<file path="src/rtl/bwt_byte_reader.sv">
// Word-to-byte unpacker: buffers 32-bit words in a small FIFO and emits them
// LSB-first as a byte stream, honouring a partial byte count on the last word of a block.
module bwt_byte_reader #(
    parameter int DEPTH = 4
) (
    input  logic                       clk,
    input  logic                       rst,
    input  logic                       in_valid,
    output logic                       in_ready,
    input  logic [31:0]                in_data,
    input  logic                       in_last,
    input  logic [1:0]                 in_nbytes,
    output logic                       out_valid,
    input  logic                       out_ready,
    output logic [7:0]                 out_byte,
    output logic                       out_last,
    output logic                       block_done,
    output logic [$clog2(DEPTH):0]     level
);

    localparam int AW = $clog2(DEPTH);
    localparam logic [AW:0] FULL_COUNT = (AW + 1)'(DEPTH);

    localparam logic ST_EMPTY = 1'b0;
    localparam logic ST_EMIT  = 1'b1;

    logic [31:0]   mem_data   [DEPTH];
    logic          mem_last   [DEPTH];
    logic [1:0]    mem_nbytes [DEPTH];

    logic [AW-1:0] wptr;
    logic [AW-1:0] rptr;
    logic [AW:0]   count;
    logic          state;
    logic [1:0]    bidx;

    logic [31:0]   head_data;
    logic          head_last;
    logic [1:0]    head_nbytes;
    logic [1:0]    last_idx;
    logic [31:0]   head_shifted;
    logic          emit;
    logic          byte_final;
    logic          accept;
    logic          push;
    logic          pop;

    assign head_data   = mem_data[rptr];
    assign head_last   = mem_last[rptr];
    assign head_nbytes = mem_nbytes[rptr];

    // Index of the head word's final byte (hcnt-1); nbytes=0 on a last word means all four.
    assign last_idx     = (head_last && head_nbytes != 2'd0) ? head_nbytes - 2'd1 : 2'd3;
    assign head_shifted = head_data >> {bidx, 3'b000};

    assign emit       = (state == ST_EMIT);
    assign byte_final = (bidx == last_idx);
    assign accept     = emit && out_ready;
    assign in_ready   = (count != FULL_COUNT);
    assign push       = in_valid && in_ready;
    assign pop        = accept && byte_final;

    assign out_valid = emit;
    assign out_byte  = emit ? head_shifted[7:0] : 8'h00;
    assign out_last  = emit && head_last && byte_final;
    assign level     = count;

    // NOTE: the storage array has no reset; only the pointers and count define which entries are live.
    always_ff @(posedge clk) begin
        if (push) begin
            mem_data[wptr]   <= in_data;
            mem_last[wptr]   <= in_last;
            mem_nbytes[wptr] <= in_nbytes;
        end
    end

    // NOTE: sequential state uses non-blocking assignments so every register samples pre-edge values.
    always_ff @(posedge clk or negedge rst) begin
        if (!rst) begin
            wptr       <= '0;
            rptr       <= '0;
            count      <= '0;
            state      <= ST_EMPTY;
            bidx       <= 2'd0;
            block_done <= 1'b0;
        end else begin
            block_done <= accept && head_last && byte_final;

            if (push) wptr <= wptr + AW'(1);
            if (pop)  rptr <= rptr + AW'(1);

            case ({push, pop})
                2'b10:   count <= count + (AW + 1)'(1);
                2'b01:   count <= count - (AW + 1)'(1);
                default: count <= count;
            endcase

            if (accept) bidx <= byte_final ? 2'd0 : bidx + 2'd1;

            case (state)
                ST_EMPTY: if (push) state <= ST_EMIT;
                default:  if (pop && !push && count == (AW + 1)'(1)) state <= ST_EMPTY;
            endcase
        end
    end

endmodule

</file>
<file path="config.mk">
export PLATFORM = sky130hd
export DESIGN_NAME = bwt_byte_reader
export DESIGN_NICKNAME = d
export VERILOG_FILES = /design/src/rtl/bwt_byte_reader.sv
export SDC_FILE = /design/constraint.sdc
export NUM_CORES = 1
export LEC_CHECK = 0
export ABC_AREA = 1
export CELL_PAD_IN_SITES_DETAIL_PLACEMENT = 1
export CELL_PAD_IN_SITES_GLOBAL_PLACEMENT = 1
export CORE_ASPECT_RATIO = 2
export CORE_UTILIZATION = 50
export CTS_BUF_LIST = sky130_fd_sc_hd__clkbuf_16
export CTS_CLUSTER_SIZE = 40
export DETAILED_ROUTE_END_ITERATION = 6
export PLACE_DENSITY = 0.92
export SETUP_SLACK_MARGIN = 0.15
export SLEW_MARGIN = 20
export SYNTH_ARGS = -nofsm -noshare
export SYNTH_HDL_FRONTEND = slang
export SYNTH_SLANG_ARGS = --single-unit
</file>
<file path="constraint.sdc">
create_clock -name clk -period 6.36 [get_ports clk]
set_input_delay 0.954 -clock clk [delete_from_list [all_inputs] [get_ports clk]]
set_output_delay 0.954 -clock clk [all_outputs]
set_load 0.02 [all_outputs]
</file>
* After elaboration in Yosys (flattened, before gate mapping) *
Memory sizes are Yosys's and may differ from the RTL's.
Index checks and enable logic that the tools add are counted.
Widths: inputs -> output; s select.

word-level totals
  output and inout bits = 15
  word-level logic and storage cells = 42
  memories kept = 3
  memory bits (writable) = 140
  flip-flop bits (word level) = 11
  input bits = 39

memory list
  memory      words  width  rd ports  clocked after Yosys merged registers in  write ports  RTL line  source
  mem_data    4      32     1         0                                        1            27        logic [31:0] mem_data [DEPTH];
  mem_nbytes  4      2      1         0                                        1            29        logic [1:0] mem_nbytes [DEPTH];
  mem_last    4      1      1         0                                        1            28        logic mem_last [DEPTH];

operators by class
  equal/unequal tests = 5
  reduce and logical (&&, ||, !) cells = 13
  add/subtract/negate cells = 6
  multiplexer cells = 8
  shift-type cells = 1

operator list
  operator             count
  $shr 32x5->8         1
  $logic_and 1x1->1    10
  $mux 8               1
  $add 2x1->2 const B  3
  $pmux 3 s2           1
  $mux 1               4
  $mux 2               2
  $reduce_bool 2->1    2
  $add 3x1->3 const B  1
  $eq 3x1->1 const B   1
  $ne 3x3->1 const B   1
  $sub 3x1->3 const B  1
  $eq 2x1->1 const B   1
  $eq 2x2->1           1
  $eq 2x2->1 const B   1
  $sub 2x1->2 const B  1
  $logic_not 1->1      1

* Depth between registers and ports, before layout *
Gate-level depths: netlist (run 1).
An unclocked memory read counts as a cell.

  depth after elaboration = 10
  gate-level depth with buffers = 19
  mapped depth without buffers = 18

* Least setup slack after synthesis (run 1) *
Ideal clock, no wire load.

  path type = register -> register
  from = register count[0] (netlist: level[0])
  to = memory mem_data[0][0], enable pin
  library setup time = 427 ps
  setup slack = 3204 ps
  buffers on the path = 0
  period minus slack after synthesis = 3156 ps
  arrival time = 2729 ps
  stages on the path, launching flop included = 6
  data required time = 5933 ps
  cell sequence = dfrtp_1 > inv_1 > ha_1 > nand2_1 > nand2_1 > nor2_1

between the ends
  word-level cells in the longest chain between the ends = 4

ends and longest elaborated chain
  item                          RTL line  source
  start: declaration            33        logic [AW:0] count;
  start signal: assignment      93        2'b10: count <= count + (AW + 1)'(1);
  start signal: assignment      94        2'b01: count <= count - (AW + 1)'(1);
  start signal: assignment      95        default: count <= count;
  $ne 3x3->1                    59        assign in_ready = (count != FULL_COUNT);
  via in_ready                  9         output logic in_ready,
  $logic_and 1x1->1             60        assign push = in_valid && in_ready;
  $mux 1                        70        if (push) begin
  $mux 1 (implied by the code)  71        mem_data[wptr] <= in_data;
  end: declaration              27

The timed path passes the listed nets, and every way through them passes these cells.

* Final worst setup path (run 1) *
  from = register rptr[0]
  to = output out_last

between the ends
  word-level cells in the longest chain between the ends = 6
  elaborated cells on any way between the ends = 9
  classes of those cells = 1 x add/sub; 1 x eq/ne; 1 x mux; 4 x reduce/logical; 2 x memory

ends and longest elaborated chain
  item                                                                 RTL line  source
  start: declaration                                                   32        logic [AW-1:0] rptr;
  start signal: assignment                                             90        if (pop) rptr <= rptr + AW'(1);
  parallel branches: the longest is 5 deep, another holds $mem_v2 4x2  n/a
  $logic_and 1x1->1 *                                                  65        assign out_last = emit && head_last && byte_final;
  end: declaration                                                     16        output logic out_last,

Mark *: on every way between the ends.

==> impl_metrics.tcl, run 1 <==
set metrics [dict create \
    synthAdderAreaFrac_pct 2.17 \
    clk_latency_ps 420 \
    ys_seq_area_share_pct 70.6 \
    fp.dieArea_sq_um 13200 \
    synth-xor-area-share_pct 0.552 \
    maxCapViolCount 0 \
    io_pins 54 \
    grt_pass1_wl_microns 27600 \
    synth-compound-area-share_pct 10.2 \
    rrSetupSlack_ps 2500 \
    die_w_microns 81.6 \
    hold_violations 0 \
    fin_skew_ps 6.22 \
    crit_path_max_incr_delay_ps 860 \
    final_cells 719 \
    ant_nets 0 \
    vdd.ir_drop.worst_mv 0.320 \
    yosys.area_share.simple_pct 11.5 \
    final.setup.tns_ps 0 \
    end_kind "primary output" \
    via_count 4319 \
    critical_path.max_fanout 73 \
    numClockSinks 151 \
    wl_microns 18100 \
    worst_path_max_delay_cell "dfrtp_2" \
    post-place-ws_ps 2140 \
    gp_congestion 0.801 \
    rsz0062_at_grt "false" \
    cp-start-kind "register" \
    critical_path_arrival_ps 4020 \
    grt_pass1_vias 4812 \
    final_max_slew_viol_count 0 \
    ctsLongestPathBuffers 2 \
    grt_max_degree 74 \
    core-area_sq_um 12300 \
    syn2layout_area_growth_pct 19.8 \
    synth_area_sq_um 6340 \
    synth_seq_cells 151 \
    max_slew.worst_pin.slew_ps 832 \
    worst_hold_path_type "reg2reg" \
    diodes 0 \
    synth_top_family_by_area "simple AND/OR/NAND/NOR gates" \
    synth_nets 558 \
    ys_warn_count 0 \
    layout_setup_ws_ps 1390 \
    status "completed" \
    grt_usage_pct 29.9 \
    holdBufCountCts 0 \
    cts_root_buf "clkbuf_16" \
    final_nets 609 \
    slew_headroom_pct 44.6 \
    cp_cell_sequence "inv_6 > nand2_1 > nand3_1 > nand2_1 > inv_1 > ha_1 > nand4_1 > nand2_1 > nand2_1 > nand2_1 > nor3_1 > clkdlybuf4s50_1" \
    initial_core_util_pct 51.7 \
    min_period_ps 4970 \
    cts_tree "built" \
    dr.pass1.iters 5 \
    grt.overflow.total 0 \
    dpl.hpwl_microns 10900 \
    final-setup-viol-count 0 \
    p_total_uw 3940 \
    critPathMostFrequentCell "nand2_1" \
    drc 0 \
    period_share_pct 78.2 \
    critical_path_class "reg2out" \
    viasPerCell 6.01 \
    drive_above_1_share_pct 8.57 \
    wl_per_cell_microns 25.2 \
    io_buffers 53 \
    rows 57 \
    dp_cells 685 \
    synthCells 508 \
    htreeDepth 4 \
    ys_types 29 \
    synth.avg_cell_area_sq_um 12.5 \
    postCtsSetupBuffers 0 \
    drt_iter0_markers 385 \
    dieHeight_microns 161 \
    cts_buffers 17 \
    clkTransAtPathRegs_ps 60 \
    max_freq_mhz 201 \
    antenna_found_initial 0 \
    cts_resized 0 \
    synth_mux_area_share_pct 0 \
    cp.required_ps 5410 \
    p_leak_uw 0.00267 \
    powerDensity_nw_per_um2 519 \
]
[metal layers]
layer  GRT usage, %  share of wire (%)
met5              0                  0
met4           15.8                4.6
met3           5.65                3.7
met2           51.4                 55
met1           34.4                 37
[metrics by stage]
stage	area, sq um	hold slack [ps]	util [%]
final	7600	554	62.0
after global routing	7600	592	62.0
after CTS	7550	551	61.6
after detailed placement	6950	538	56.7
after global placement	6900	526	56.2
after floorplan	6340	557	-
[logic make-up after synthesis]
| kind of cell | Yosys count |
|---|---|
| AOI/OAI and AO/OA | 112 |
| buffers and inverters | 55 |
| xor gates and xnor gates | 4 |
| DFF | 151 |
| adders and majority gates | 11 |
| and+or+nand+nor | 175 |
[area by class of cell]
type / count / area, sq um
multi-input cells: 302 / 1580
fillers: 1207 / 4670
well taps: 147 / 184
repair buffers: 59 / 648
clock inverters: 15 / 178
inverters: 28 / 110
clock buffers: 17 / 425
flip-flops and latches: 151 / 4480
[cells in the mapped netlist (all sizes together)]
cell type / count / area [sq um]
nor3: 2 / 10.0
a32o: 1 / 10.0
o21ai: 69 / 345
nand3b: 1 / 7.51
buf: 21 / 181
o211ai: 32 / 240
nand4: 4 / 25.0
edfxtp: 140 / 4200
nand3: 25 / 140
clkinv: 3 / 11.3
a21oi: 10 / 50.1
xnor2: 1 / 8.76
nand2: 38 / 150
clkbuf: 6 / 26.3
xor2: 3 / 26.3
dfrtp: 11 / 275
ha: 11 / 138
inv: 25 / 98.8
nor2: 105 / 394
[final timing paths]
check                                      from              endpoint  cells after the start
max                         rptr[0]$_DFFE_PN0P_              out_last                     12
min                        level[1]$_DFFE_PN0P_  level[1]$_DFFE_PN0P_                      2
max reg2reg                 rptr[0]$_DFFE_PN0P_  level[2]$_DFFE_PN0P_                     16
min reg2reg                level[1]$_DFFE_PN0P_  level[1]$_DFFE_PN0P_                      2
max in group asynchronous                   rst   rptr[0]$_DFFE_PN0P_                      1
min in group asynchronous                   rst   out_valid$_DFF_PN0_                      1
[layout by cell type (no fill, tap or decap), drive strengths merged, types with 2 or more instances in the layout]
master	netlist	final
a21oi	10	10
buf	21	6
bufinv	0	3
clkbuf	6	17
clkdlybuf4s50	0	53
clkinv	3	9
clkinvlp	0	3
dfrtp	11	11
edfxtp	140	140
ha	11	11
inv	25	28
nand2	38	38
nand3	25	25
nand4	4	4
nor2	105	105
nor3	2	2
o211ai	32	32
o21ai	69	69
xor2	3	3
[registers in the layout, indices dropped and copies added (netlist names)]
register	cells
mem_data	128
mem_nbytes	8
mem_last	4
level	3
bidx	2
rptr	2
wptr	2
block_done	1
out_valid	1
[power by group]
part	total (uW)	internal, uW	leakage (uW)	switching, uW
combinational	1440	475	0.000972	965
clock	1030	618	0.000285	412
sequential	1470	1320	0.00141	154
[critical path: cells and delay by family, from the launching register on]
kind          cells  cell delay (ps)
fa+ha+maj         1              330
buf+inv           3             1090
flops             1              860
simple gates      8             1270
No activity file was read; power rests on OpenSTA's default activity.
==> run 2, diff against run 1 <==
Settings changed: CORE_UTILIZATION 50 to 47, PLACE_DENSITY 0.92 to 0.87.
Clock period 6.36 ns to 5.05 ns, I/O delays scaled along.
==> impl_metrics.tcl, run 2 (synthesis results as in run 1) <==
set metrics [dict create \
    reg_top3 "mem_data (128), mem_nbytes (8), mem_last (4)" \
    htreeDepth 4 \
    drive_above_1_share_pct 9.08 \
    min_period_ps 4330 \
    dieHeight_microns 166 \
    io_buffers 53 \
    worst_hold_path_type "reg2reg" \
    cp-start-kind "register" \
    grt.overflow.total 0 \
    die_w_microns 84.1 \
    critical_path.max_fanout 49 \
    max_freq_mhz 231 \
    cts_buffers 17 \
    drc 0 \
    dr.pass1.iters 5 \
    min_delay_worst_endpoint "level[1]$_DFFE_PN0P_" \
    wl_microns 16600 \
    rr_startpoint "rptr[0]$_DFFE_PN0P_" \
    rr_worst_depth 14 \
    holdBufCountCts 0 \
    cts_resized 0 \
    cts_root_buf "clkbuf_16" \
    maxCapViolCount 0 \
    fin_hold_ws_ps 555 \
    io_pins 54 \
    end_kind "primary output" \
    rsz0062_at_grt "false" \
    placed_area_sq_um 7000 \
    final.setup.tns_ps 0 \
    postCtsSetupBuffers 0 \
    cts_tree "built" \
    core-area_sq_um 13100 \
    antenna_found_initial 0 \
    grt_usage_pct 25.5 \
    initial_core_util_pct 48.5 \
    fill_cells 1293 \
    rrSetupSlack_ps 1460 \
    period_share_pct 85.8 \
    via_count 4261 \
    slew_headroom_pct 44.6 \
    ctsLongestPathBuffers 2 \
    status "completed" \
    numClockSinks 151 \
    fin_skew_ps 6.24 \
    critical_path_class "reg2out" \
    largest_reg_flops 128 \
    seqCellArea_sq_um 4480 \
    viasPerCell 5.88 \
    final_cell_mix "edfxtp_1, nor2_1, clkdlybuf4s50_1, o21ai_0, nand2_1" \
    clk_latency_ps 420 \
    fin_area_sq_um 7570 \
    fp.dieArea_sq_um 14000 \
    cp.required_ps 4290 \
    final_max_slew_viol_count 0 \
    p_leak_uw 0.00265 \
    holdPathStages 2 \
    final_nets 610 \
    largest_register "mem_data" \
    rows 59 \
    diodes 0 \
    ant_nets 0 \
    r2r-end "level[2]$_DFFE_PN0P_" \
    drt_iter0_markers 314 \
    grt_pass1_vias 4763 \
    grt_max_degree 74 \
    layout_setup_ws_ps 715 \
    max_slew.worst_pin.slew_ps 830 \
    dpl.hpwl_microns 10000 \
    wl_per_cell_microns 22.8 \
    critical_path_arrival_ps 3580 \
    multi_input_area_sq_um 1580 \
    min_from "level[1]$_DFFE_PN0P_" \
    hold_violations 0 \
    clkTransAtPathRegs_ps 60 \
    vdd.ir_drop.worst_mv 0.382 \
    syn2layout_area_growth_pct 19.4 \
    final-setup-viol-count 0 \
    powerDensity_nw_per_um2 635 \
    gp_congestion 0.849 \
    grt_pass1_wl_microns 26200 \
    post-place-ws_ps 1130 \
    layout_commonest_cell "edfxtp_1" \
]
run 2: cell types whose count changed in the layout (fill, tap and decap cells not counted):
cell and delta:
buf_16 -1, clkinv_4 -1, bufinv_16 -2, clkinv_1 -2
buf_12 +1, inv_6 +3, clkinvlp_4 +3, clkinv_2 -1
buf_4 +1
run 2: stage by stage:
stage          cells  total power, uW  util (%)
4_1_cts          725             4830      58.0
5_1_grt          725             5050      58.0
3_5_place_dp     693             3570      53.6
6_report         725             4810      58.0
2_1_floorplan    508             2950         -
3_3_place_gp     689             3380      52.9
run 2: area by class of cell:
class / instances / share of cell area (%)
flip-flops and latches: 151 / 59.2
multi-input cells: 302 / 20.8
repair buffers: 60 / 8.56
clock buffers: 17 / 5.62
well taps: 152 / 2.51
clock inverters: 15 / 1.92
inverters: 28 / 1.45
run 2: power by group:
group	switching, uW	internal, uW	total [uW]
registers	170	1660	1830
clock network	529	687	1220
logic	1170	597	1770
run 2: worst max path at each step:
stage	startpoint	endpoint	slack (ps)
after floorplan	level[0]$_DFFE_PN0P_	mem_data[0][0]$_DFFE_PP_	1890
after global placement	rptr[0]$_DFFE_PN0P_	out_last	1320
after detailed placement	rptr[0]$_DFFE_PN0P_	out_last	1130
after CTS	rptr[0]$_DFFE_PN0P_	out_last	650
after global routing	rptr[0]$_DFFE_PN0P_	out_last	480
final	rptr[0]$_DFFE_PN0P_	out_last	720
run 2: per-layer routing:
metal | share of wire, % | GRT usage, %
met5 | 0 | 0
met4 | 2.5 | 10.5
met3 | 3.7 | 5.77
met2 | 55 | 45.8
met1 | 38 | 28.8
run 2: worst max-delay path, cell delays in order, from the launching register on:
cell and delay (ps):
dfrtp_2 680, buf_4 520, nand2_1 90, a32o_1 280, ha_1 290, nand4_1 110, nand2_1 70, nand2_1 200
nand2_1 100, nor3_1 140, clkdlybuf4s50_1 630
